$ cat config.mk
export PLATFORM = sky130hd
export DESIGN_NAME = debug_streamer
export DESIGN_NICKNAME = d
export VERILOG_FILES = /design/src/rtl/debug_streamer.sv
export SDC_FILE = /design/constraint.sdc
export NUM_CORES = 1
export LEC_CHECK = 0
export CORE_ASPECT_RATIO = 1.75
export CORE_MARGIN = 1
export CORE_UTILIZATION = 50
export CTS_CLUSTER_DIAMETER = 30
export DETAILED_ROUTE_END_ITERATION = 16
export MAX_ROUTING_LAYER = met4
export PLACE_DENSITY_LB_ADDON = 0.08
export SYNTH_ARGS = -nofsm -noshare
export SYNTH_HDL_FRONTEND = slang
export SYNTH_SLANG_ARGS = --single-unit
export TNS_END_PERCENT = 20
$ cat constraint.sdc
create_clock -name clk_in -period 3.9 [get_ports clk_in]
set_input_delay 0.78 -clock clk_in [delete_from_list [all_inputs] [get_ports clk_in]]
set_output_delay 0.78 -clock clk_in [all_outputs]
set_load 0.02 [all_outputs]
$ cat src/rtl/debug_streamer.sv
// -----------------------------------------------------------------------------
// debug_streamer
//
// Multi-channel debug frame transmitter. On a request (manual trigger or the
// periodic auto tick) it snapshots NUM_CHANNELS words of DATA_WIDTH bits and
// serialises them, channel NUM_CHANNELS-1 first and most-significant part
// first, as bytes over a start/busy handshake to a uart_tx byte sender.
//
// Build option (macro DEBUG_STREAMER_HEX_EN):
//   defined   : ASCII hex frame. Each channel is DATA_WIDTH/4 uppercase hex
//               digits. Channels are separated by 0x20 and the frame ends
//               with 0x0A.
//   undefined : raw binary frame. Sync byte 0xA5, then DATA_WIDTH/8 bytes per
//               channel, with no separators and no terminator.
//
// Parameters:
//   DIVIDER_TICKS : auto-trigger period in clk_in cycles (>= 2)
//   DATA_WIDTH    : bits per channel (multiple of 8)
//   NUM_CHANNELS  : channel count (>= 1)
//
// Ports:
//   clk_in     in   clock
//   reset_n    in   synchronous active-low reset
//   enable     in   gates the periodic auto-trigger only
//   trigger    in   one-cycle manual frame request
//   data_in    in   NUM_CHANNELS*DATA_WIDTH, channel 0 in the LSBs
//   tx_busy    in   byte transmitter busy
//   tx_start   out  one-cycle byte-send pulse
//   tx_data    out  byte to send, valid while tx_start is high
//   busy       out  high from snapshot until the last byte completes
//   frame_done out  one-cycle pulse when the frame completes
//   dropped    out  saturating count of requests rejected while busy
// -----------------------------------------------------------------------------
module debug_streamer #(
   parameter int DIVIDER_TICKS = 67000000,
   parameter int DATA_WIDTH    = 16,
   parameter int NUM_CHANNELS  = 4
) (
   input  logic                               clk_in,
   input  logic                               reset_n,
   input  logic                               enable,
   input  logic                               trigger,
   input  logic [NUM_CHANNELS*DATA_WIDTH-1:0] data_in,
   input  logic                               tx_busy,
   output logic                               tx_start,
   output logic [7:0]                         tx_data,
   output logic                               busy,
   output logic                               frame_done,
   output logic [7:0]                         dropped
);

   localparam int CNT_W = $clog2(DIVIDER_TICKS);
   localparam int CH_W  = (NUM_CHANNELS > 1) ? $clog2(NUM_CHANNELS) : 1;

`ifdef DEBUG_STREAMER_HEX_EN
   // Digits per channel; sub index UNITS is the separator/terminator slot.
   localparam int UNITS = DATA_WIDTH / 4;
`else
   // Raw bytes per channel.
   localparam int UNITS = DATA_WIDTH / 8;
`endif
   localparam int SUB_W = $clog2(UNITS + 1);

   localparam logic [CNT_W-1:0] CNT_LAST = CNT_W'(DIVIDER_TICKS - 1);
   localparam logic [CH_W-1:0]  CH_TOP   = CH_W'(NUM_CHANNELS - 1);

   typedef enum logic [1:0] {
      S_IDLE,
      S_SEND,
      S_GUARD,
      S_WAIT
   } state_t;

   state_t state;
   state_t state_next;

   logic [CNT_W-1:0]                   period_cnt;
   logic                               tick;
   logic                               req;

   logic [NUM_CHANNELS*DATA_WIDTH-1:0] snapshot;
   logic [CH_W-1:0]                    chan_idx;
   logic [SUB_W-1:0]                   sub_idx;
`ifndef DEBUG_STREAMER_HEX_EN
   logic                               sync_pend;
`endif

   logic [DATA_WIDTH-1:0]              chan_word;
   logic [7:0]                         cur_byte;
   logic                               last_byte;

   logic                               load;
   logic                               send;
   logic                               advance;
   logic                               finish;
   logic                               drop;

   // 0..9 -> '0'..'9', 10..15 -> 'A'..'F'
   function automatic logic [7:0] hex_ascii(input logic [3:0] nib);
      if (nib < 4'd10) begin
         return 8'h30 + {4'h0, nib};
      end
      return 8'h37 + {4'h0, nib};
   endfunction

   // ---------------------------------------------------------------------
   // Period counter: wraps every DIVIDER_TICKS cycles while enabled; the
   // wrap cycle is the auto tick.
   // ---------------------------------------------------------------------
   assign tick = enable && (period_cnt == CNT_LAST);
   assign req  = trigger | tick;

   always_ff @(posedge clk_in) begin
      if (!reset_n || !enable) begin
         period_cnt <= '0;
      end else if (tick) begin
         period_cnt <= '0;
      end else begin
         period_cnt <= period_cnt + CNT_W'(1);
      end
   end

   // ---------------------------------------------------------------------
   // Byte selection from the frozen snapshot.
   // ---------------------------------------------------------------------
   assign chan_word = snapshot[int'(chan_idx)*DATA_WIDTH +: DATA_WIDTH];

`ifdef DEBUG_STREAMER_HEX_EN
   assign last_byte = (chan_idx == '0) && (sub_idx == SUB_W'(UNITS));

   always_comb begin
      cur_byte = 8'h00;
      if (sub_idx == SUB_W'(UNITS)) begin
         cur_byte = (chan_idx == '0) ? 8'h0A : 8'h20;
      end else begin
         cur_byte = hex_ascii(4'(chan_word >> (4 * (UNITS - 1 - int'(sub_idx)))));
      end
   end
`else
   assign last_byte = !sync_pend && (chan_idx == '0) && (sub_idx == SUB_W'(UNITS - 1));

   always_comb begin
      cur_byte = 8'h00;
      if (sync_pend) begin
         cur_byte = 8'hA5;
      end else begin
         cur_byte = 8'(chan_word >> (8 * (UNITS - 1 - int'(sub_idx))));
      end
   end
`endif

   // ---------------------------------------------------------------------
   // FSM: state register and next-state / control decode.
   // ---------------------------------------------------------------------
   always_ff @(posedge clk_in) begin
      if (!reset_n) begin
         state <= S_IDLE;
      end else begin
         state <= state_next;
      end
   end

   always_comb begin
      state_next = state;
      load       = 1'b0;
      send       = 1'b0;
      advance    = 1'b0;
      finish     = 1'b0;
      case (state)
         S_IDLE: begin
            if (req) begin
               load       = 1'b1;
               state_next = S_SEND;
            end
         end
         S_SEND: begin
            if (!tx_busy) begin
               send       = 1'b1;
               state_next = S_GUARD;
            end
         end
         // uart_tx raises busy one edge after seeing tx_start; this cycle
         // keeps WAIT from mistaking the pre-assertion low for completion.
         S_GUARD: begin
            state_next = S_WAIT;
         end
         S_WAIT: begin
            if (!tx_busy) begin
               advance = 1'b1;
               if (last_byte) begin
                  finish     = 1'b1;
                  state_next = S_IDLE;
               end else begin
                  state_next = S_SEND;
               end
            end
         end
         default: begin
            state_next = S_IDLE;
         end
      endcase
      // Requests outside IDLE are rejected, never queued.
      drop = req && (state != S_IDLE);
   end

   assign busy = (state != S_IDLE);

   // ---------------------------------------------------------------------
   // Registered handshake outputs, indices and drop counter.
   // ---------------------------------------------------------------------
   always_ff @(posedge clk_in) begin
      if (!reset_n) begin
         tx_start   <= 1'b0;
         tx_data    <= 8'h00;
         frame_done <= 1'b0;
         dropped    <= 8'h00;
         chan_idx   <= '0;
         sub_idx    <= '0;
`ifndef DEBUG_STREAMER_HEX_EN
         sync_pend  <= 1'b0;
`endif
      end else begin
         tx_start   <= send;
         frame_done <= finish;
         if (send) begin
            tx_data <= cur_byte;
         end
         if (drop && (dropped != 8'hFF)) begin
            dropped <= dropped + 8'd1;
         end
         if (load) begin
            chan_idx  <= CH_TOP;
            sub_idx   <= '0;
`ifndef DEBUG_STREAMER_HEX_EN
            sync_pend <= 1'b1;
`endif
         end else if (advance) begin
`ifdef DEBUG_STREAMER_HEX_EN
            if (sub_idx == SUB_W'(UNITS)) begin
               sub_idx  <= '0;
               chan_idx <= chan_idx - CH_W'(1);
            end else begin
               sub_idx <= sub_idx + SUB_W'(1);
            end
`else
            if (sync_pend) begin
               sync_pend <= 1'b0;
            end else if (sub_idx == SUB_W'(UNITS - 1)) begin
               sub_idx  <= '0;
               chan_idx <= chan_idx - CH_W'(1);
            end else begin
               sub_idx <= sub_idx + SUB_W'(1);
            end
`endif
         end
      end
   end

   // Snapshot is data only; it is meaningful only once loaded.
   always_ff @(posedge clk_in) begin
      if (load) begin
         snapshot <= data_in;
      end
   end

endmodule

# --- Word-level counts from Yosys, hierarchy flattened ---
# Index checks and enable logic that the tools add are counted.
classes:
  add_sub_neg: 5
  n_eq_ne: 10
  shift: 2
  n_mux: 19
  n_bitwise: 4
  reduce_logical: 20
op_table:
  columns: ["operator", "count"]
  rows:
  - ["$shiftx 64x7->16", 1]
  - ["$shr 16x32->8", 1]
  - ["$add 26x1->26 const B", 1]
  - ["$eq 26x26->1 const B", 1]
  - ["$mux 2", 8]
  - ["$mux 1", 9]
  - ["$add 8x1->8 const B", 1]
  - ["$mux 8", 1]
  - ["$ne 8x8->1 const B", 1]
  - ["$pmux 2 s4", 1]
  - ["$ne 2x2->1 const B", 3]
  - ["$reduce_and 3->1", 2]
  - ["$reduce_bool 2->1", 3]
  - ["$logic_and 1x1->1", 5]
  - ["$eq 2x1->1 const B", 2]
  - ["$eq 2x2->1 const B", 2]
  - ["$logic_not 2->1", 2]
  - ["$reduce_or 2->1", 2]
  - ["$logic_not 1->1", 3]
  - ["$not 1->1", 3]
  - ["$reduce_or 3->1", 1]
  - ["$sub 1x2->3 const A", 1]
  - ["$add 2x1->2 const B", 1]
  - ["$ne 2x1->1 const B", 1]
  - ["4 further kinds", 4]
totals:
  register_bits: 115
  inputBits: 69
  output_inout_bits: 19
  word_cells: 70

# --- Depth between registers and ports, before layout ---
# Gate-level depths: netlist of run 1.
depth:
  ltp_word: 7
  mapped_depth: 8
  ltp_nobuf: 7

# --- Worst setup path after synthesis of run 1 ---
# Ideal clock, no wire load.
synth_timing:
  path_type: "input port to flip-flop"
  startpoint: "in enable"
  endpoint: "reg snapshot[0], enable pin"
  setup_ns: 0.418
  arrival_ns: 3.088
  t_required_ns: 3.482
  setup_slack_ns: 0.394
  cell_stages: 5
  n_path_buf: 0
  cell_sequence: "or4b_4 > nor3_4 > a31oi_4 > nand2b_1 > inv_1"
synth_via:
  elab_chain_cells: 4
synth_lines:
  columns: ["item", "line", "text"]
  rows:
  - ["start, declared", "41", "input logic enable,"]
  - ["$logic_and 1x1->1", "110", "assign tick = enable && (period_cnt == CNT_LAST);"]
  - ["$or 1x1->1", "111", "assign req = trigger | tick;"]
  - ["$mux 1", "171", "if (req) begin"]
  - ["$mux 1", "169", "case (state)"]
  - ["net load", "92", "logic load;"]
  - ["end signal, assigned", "262", "snapshot <= data_in;"]
  - ["end, declared", "81", "logic [NUM_CHANNELS*DATA_WIDTH-1:0] snapshot;"]
# The timed path passes the listed nets, and every way through them passes these cells.
# A chain may end at the register's enable or synchronous reset.

# --- Worst setup path in the final report of run 1 ---
layout_timing:
  startpoint: "in enable"
  endpoint: "reg snapshot[46], enable pin"
# The elaborated chain is that of the path after synthesis.

==> flow_metrics.py, run 1 <==
metrics = {
    "sta": {
        "layout_min_cycle_time_ps": 2970,
        "slew_headroom_pct": 30.1,
        "slew_violations": 0,
        "worst_pin_slew_ps": 1040,
        "fmax_ghz": 0.337,
        "grt_setup_unrepaired": "false",
        "setup_tns_ps": 0,
        "hold_viol_final": 0,
        "setup_viol": 0,
        "period_share_pct": 76.1,
        "skew_ps": 7.35,
        "fin_ws_ps": 932,
    },
    "logic_synthesis": {
        "yosysWarnings": 0,
        "synth_top_area_share_pct": 41.0,
        "synthArstFlopShare_pct": 0,
        "syn_nets": 433,
        "synthesis.area_um2": 4690,
        "synth_edf_count": 64,
        "synth_seq_cells": 115,
        "ys_seq_area_share_pct": 62.8,
        "synth_top_area_cell": "edfxtp_1",
        "synth_area_per_cell_um2": 13.1,
        "synth_top_flop_cell": "edfxtp_1",
        "synth_area_leaders": "edfxtp_1 (41%), dfxtp_1 (22%), mux4_2 (7.7%)",
        "synth_cell_types": 40,
        "synthCells": 357,
    },
    "global_route": {
        "antenna_found_initial": 0,
        "grt_pass1_wl_um": 14700,
        "grt-ovfl-total": 0,
        "grt_max_degree": 37,
        "grt_pass1_vias": 3165,
        "track_usage_pct": 22.0,
    },
    "layout": {
        "final_common_cell": "clkdlybuf4s50_1",
        "area_growth_syn_to_layout_pct": 34.4,
        "diodes": 0,
        "layout.cells.non_filler": 590,
        "nets": 533,
        "nFillCells": 726,
        "layout_common_cells": "clkdlybuf4s50_1 (87), edfxtp_1 (64), dfxtp_1 (51), nor2_1 (48)",
        "drive_gt1_share_pct": 12.3,
    },
    "setup_path": {
        "critPathKind": "input port to register",
        "cp_max_fo": 36,
        "arrival_ps": 3010,
        "endpoint_kind": "register",
        "required_ps": 3940,
        "start_kind": "input port",
    },
    "route": {
        "wire_per_inst_um": 16.2,
        "viasPerCell": 5.31,
        "wirelength_um": 9590,
        "ant_nets": 0,
        "firstDrtPassIters": 5,
        "remaining_drc_errors": 0,
        "drt_first_iter_violations": 124,
        "vias": 3132,
    },
    "clock_tree": {
        "h-tree-depth": 4,
        "cts.clk_slew.worst_paths_ps": 50,
        "ctsResizeCount": 0,
        "clk_path_buf_depth": 2,
        "cts_hold_buf": 0,
        "cts_tree": "done",
        "clock-sinks": 115,
        "numCtsBuffers": 17,
        "root_buffer": "clkbuf_16",
        "clk_latency_ps": 400,
        "post_cts_buffers": 0,
    },
    "outcome": {
        "status": "finished clean",
    },
    "floorplanning": {
        "start_util_pct": 51.6,
        "core_area_um2": 9090,
        "rows": 46,
        "dieHeight_um": 130,
        "die_area_um2": 9790,
        "ioPinCount": 88,
        "die_w_um": 75.2,
    },
    "placement": {
        "placed_cells": 558,
        "place_ws_ps": 531,
        "gp_congestion": 0.807,
        "dpl.hpwl_um": 7000,
        "port_buffers": 87,
    },
    "pwr": {
        "power_leakage_nw": 2.14,
        "p_per_area_nw_per_um2": 612,
        "vdd_ir_drop_max_v": 0.000449,
    },
    "min_path": {
        "hold_class": "register to register",
    },
    "job": {
        "drv_cap": 0,
    },
}
routing by layer:
layer  up-vias  GRT usage, %  routed length (µm)
met5         -             -                   0
met2        73          41.4                5710
met4         0          8.28                 126
li1       1531             -                   -
met3        13          5.10                 252
met1      1515          20.8                3500
flip-flops by register name, indices dropped and copies added, names as in the netlist:
signal	cells
tx_data	8
tx_start	1
frame_done	1
state	2
snapshot	64
sync_pend	1
chan_idx	2
period_cnt	26
dropped	8
sub_idx	2
synthesized netlist by cell type, drive strengths merged (2+ instances only):
cell	instances
a211o	2
a21oi	17
and2	2
and3	4
and4	4
buf	4
clkbuf	6
dfxtp	51
edfxtp	64
ha	7
inv	9
mux2i	10
mux4	16
nand2	16
nand2b	5
nand3	12
nand4	14
nor2	48
nor3	4
nor4	2
o21ai	9
o22ai	4
or3	9
or4b	2
xnor2	8
xor2	16
path summary, 6_finish.rpt:
kind / startpoint / to / cells past startpoint / slack (ps)
max: enable / snapshot[46]$_DFFE_PP_ / 7 / 930
min: period_cnt[0]$_SDFF_PP0_ / period_cnt[0]$_SDFF_PP0_ / 1 / 480
max reg2reg: period_cnt[11]$_SDFF_PP0_ / snapshot[46]$_DFFE_PP_ / 6 / 1320
min reg2reg: period_cnt[0]$_SDFF_PP0_ / period_cnt[0]$_SDFF_PP0_ / 1 / 480
final cells by class:
class,count,area [µm²],share of cell area [%]
clock buffer,18,439,6.97
clock inverter,14,163,2.58
inverter,10,37.5,0.596
multi-input combinational,222,1670,26.5
sequential,115,2940,46.7
tap,120,150,2.38
timing repair buffer,91,901,14.3
report_power, final:
group          internal [mW]  switching [mW]  leakage, nW
sequential              1.53          0.0991         1.02
clock                   1.01           0.524        0.279
combinational          0.341           0.348        0.839
worst max-delay path, cell delays in order:
cell             delay [ps]
clkdlybuf4s50_1         480
or4b_4                  470
nor3_4                  240
a31oi_4                 220
nand2b_1                310
inv_2                   100
buf_4                   400
cells by family after synthesis:
logic type	Yosys count	synth area share [%]
and+or+nand+nor	127	14.3
DFF	115	62.8
AOI/OAI and AO/OA	38	5.10
muxes	26	9.82
xor gates and xnor gates	24	4.48
buffers and inverters	20	1.68
adders and majority gates	7	1.87
per-stage QoR:
stage	hold slack, ps	power, mW	instance area [µm²]	util [%]
global placement	455	2.32	5700	62.7
floorplan	430	2.08	4690	-
global route	482	4.03	6300	69.3
detailed placement	460	2.35	5700	62.7
finish	477	3.85	6300	69.3
CTS	472	3.90	6300	69.3
Note: power is estimated with default switching activity, not from simulation.
==> run 2, diff against run 1 <==
==> constraint.sdc (replaced) <==
create_clock -name clk_in -period 2.8 [get_ports clk_in]
set_input_delay 0.56 -clock clk_in [delete_from_list [all_inputs] [get_ports clk_in]]
set_output_delay 0.56 -clock clk_in [all_outputs]
set_load 0.02 [all_outputs]
==> run 2 against run 1 <==
  * Cell area grew 0.91%
  * Largest power group unchanged
  * Cell count grew 1.7%
  * Largest cell class unchanged
  * Global-route usage grew 0.87 points
  * First-iteration DRC count grew 0.81%
  * Wire length grew 4.0%
  * Non-clock buffer count grew 9
  * Worst hold slack lost 11 ps
  * Combinational power grew 51%
==> flow_metrics.py, run 2 (same netlist as run 1, synthesis figures left out) <==
metrics = {
    "setup_path": {
        "r2r-start": "period_cnt[11]$_SDFF_PP0_",
        "required_ps": 2240,
        "crit_end": "busy",
        "critPathKind": "register to primary output",
        "rrSetupSlack_ps": 590,
        "endpoint_kind": "primary output",
        "arrival_ps": 1890,
        "r2r_cells": 6,
        "start_kind": "register",
        "rr_endpoint": "dropped[7]$_SDFFE_PN0P_",
        "cp_max_fo": 6,
        "crit_start": "state[0]$_SDFFE_PN0P_",
    },
    "layout": {
        "seq_area_um2": 2940,
        "drive_gt1_share_pct": 13.6,
        "multiInputGateArea_um2": 1670,
        "largest_register": "snapshot",
        "nets": 542,
        "layout_common_cells": "clkdlybuf4s50_1 (87), edfxtp_1 (64), dfxtp_1 (51), nor2_1 (48)",
        "largest_register_ffs": 64,
        "nFillCells": 691,
        "reg_top3": "snapshot (64), period_cnt (26)",
        "fin_util_pct": 69.9,
        "final_common_cell": "clkdlybuf4s50_1",
        "area_growth_syn_to_layout_pct": 35.6,
        "design_area_um2": 6360,
    },
    "route": {
        "drt_first_iter_violations": 125,
        "ant_nets": 0,
        "vias": 3209,
        "wirelength_um": 9970,
        "firstDrtPassIters": 4,
        "wire_per_inst_um": 16.6,
        "remaining_drc_errors": 0,
        "viasPerCell": 5.35,
    },
    "floorplanning": {
        "dieHeight_um": 130,
        "die_area_um2": 9790,
        "core_area_um2": 9090,
        "die_w_um": 75.2,
        "rows": 46,
        "ioPinCount": 88,
        "start_util_pct": 51.6,
    },
    "pwr": {
        "vdd_ir_drop_max_v": 0.000548,
        "total_power_mw": 5.24,
        "p_per_area_nw_per_um2": 824,
        "power_leakage_nw": 2.19,
    },
    "sta": {
        "hold_ws_ps": 466,
        "period_share_pct": 87.6,
        "setup_viol": 0,
        "layout_min_cycle_time_ps": 2450,
        "worst_pin_slew_ps": 856,
        "slew_headroom_pct": 42.8,
        "grt_setup_unrepaired": "false",
        "slew_violations": 0,
        "setup_tns_ps": 0,
        "fmax_ghz": 0.408,
        "skew_ps": 8.40,
        "hold_viol_final": 0,
    },
    "global_route": {
        "antenna_found_initial": 1,
        "track_usage_pct": 22.8,
        "grt_max_degree": 33,
        "met3_usage_pct": 5.10,
        "grt_pass1_vias": 3336,
        "grt-busiest-layer": "met2",
        "grt.met1_usage_pct": 21.9,
        "grt_pass1_wl_um": 15400,
        "grt-ovfl-total": 0,
        "grtUsageMet2_pct": 41.6,
    },
    "clock_tree": {
        "cts_tree": "done",
        "clk_path_buf_depth": 2,
        "ctsResizeCount": 0,
        "clk_latency_ps": 410,
        "numCtsBuffers": 17,
        "cts_hold_buf": 0,
        "post_cts_buffers": 0,
        "cts.clk_slew.worst_paths_ps": 50,
        "root_buffer": "clkbuf_16",
        "clock-sinks": 115,
        "h-tree-depth": 4,
    },
    "placement": {
        "gp_congestion": 0.799,
        "dpl.hpwl_um": 7450,
        "placed_area_um2": 5810,
        "port_buffers": 87,
    },
    "job": {
        "drv_cap": 0,
    },
    "outcome": {
        "status": "finished clean",
    },
    "min_path": {
        "hold_class": "register to register",
    },
}
-- run 2: cell count changes in the layout (fill, tap and decap cells not counted) --
cell | previous run | this run
buf_12 | 0 | 3
buf_4 | 4 | 10
bufinv_16 | 3 | 0
clkbuf_1 | 0 | 4
clkbuf_8 | 1 | 6
clkinv_1 | 3 | 1
clkinv_2 | 2 | 5
clkinv_4 | 2 | 0
clkinvlp_4 | 5 | 1
diode_2 | 0 | 1
inv_2 | 1 | 0
-- run 2: power breakdown --
| part | leakage (nW) | switching (mW) | total (mW) | internal (mW) |
|---|---|---|---|---|
| clock network | 0.277 | 0.678 | 1.94 | 1.26 |
| registers | 1.02 | 0.134 | 2.26 | 2.13 |
| logic | 0.890 | 0.509 | 1.04 | 0.531 |
| total | 2.19 | 1.32 | 5.24 | 3.92 |
-- run 2: worst min path at each step --
stage                                  start                  endpoint  depth (start not counted)
floorplan           period_cnt[0]$_SDFF_PP0_  period_cnt[0]$_SDFF_PP0_                          1
global placement    period_cnt[0]$_SDFF_PP0_  period_cnt[0]$_SDFF_PP0_                          1
detailed placement  period_cnt[0]$_SDFF_PP0_  period_cnt[0]$_SDFF_PP0_                          1
CTS                 period_cnt[0]$_SDFF_PP0_  period_cnt[0]$_SDFF_PP0_                          1
global route        period_cnt[0]$_SDFF_PP0_  period_cnt[0]$_SDFF_PP0_                          1
finish              period_cnt[0]$_SDFF_PP0_  period_cnt[0]$_SDFF_PP0_                          1
-- run 2: layout make-up --
class / count / share of cell area (%)
sequential: 115 / 46.3
clock buffer: 27 / 8.23
inverter: 10 / 0.649
antenna: 1 / 0.0394
tap: 120 / 2.36
clock inverter: 5 / 0.394
multi-input combinational: 222 / 26.2
timing repair buffer: 100 / 15.8
-- run 2: critical path: stages, from the launching register on --
cell	delay [ps]
dfxtp_1	390
inv_1	100
ha_1	320
inv_1	80
clkdlybuf4s50_1	590
-- run 2: layer usage --
| layer | wire length (µm) | share of wire [%] |
|---|---|---|
| met5 | 0 | 0 |
| met4 | 196 | 2.0 |
| met3 | 329 | 3.3 |
| met2 | 5900 | 59 |
| met1 | 3540 | 36 |
-- run 2: stage by stage --
step | std cells | setup WS [ps]
6_report | 600 | 348
3_5_place_dp | 567 | 11.4
5_1_grt | 600 | 241
2_1_floorplan | 357 | 74.2
4_1_cts | 599 | 328
3_3_place_gp | 567 | 62.4
==> run 3, diff against run 2 <==
--- a/config.mk
+++ b/config.mk
@@ -10,6 +10,7 @@
 export CORE_UTILIZATION = 50
 export CTS_CLUSTER_DIAMETER = 30
 export DETAILED_ROUTE_END_ITERATION = 16
+export GPL_ROUTABILITY_DRIVEN = 0
 export MAX_ROUTING_LAYER = met4
 export PLACE_DENSITY_LB_ADDON = 0.08
 export SYNTH_ARGS = -nofsm -noshare
==> results of run 3 <==
Final layout, timing and power as in run 2 (identical DEF).
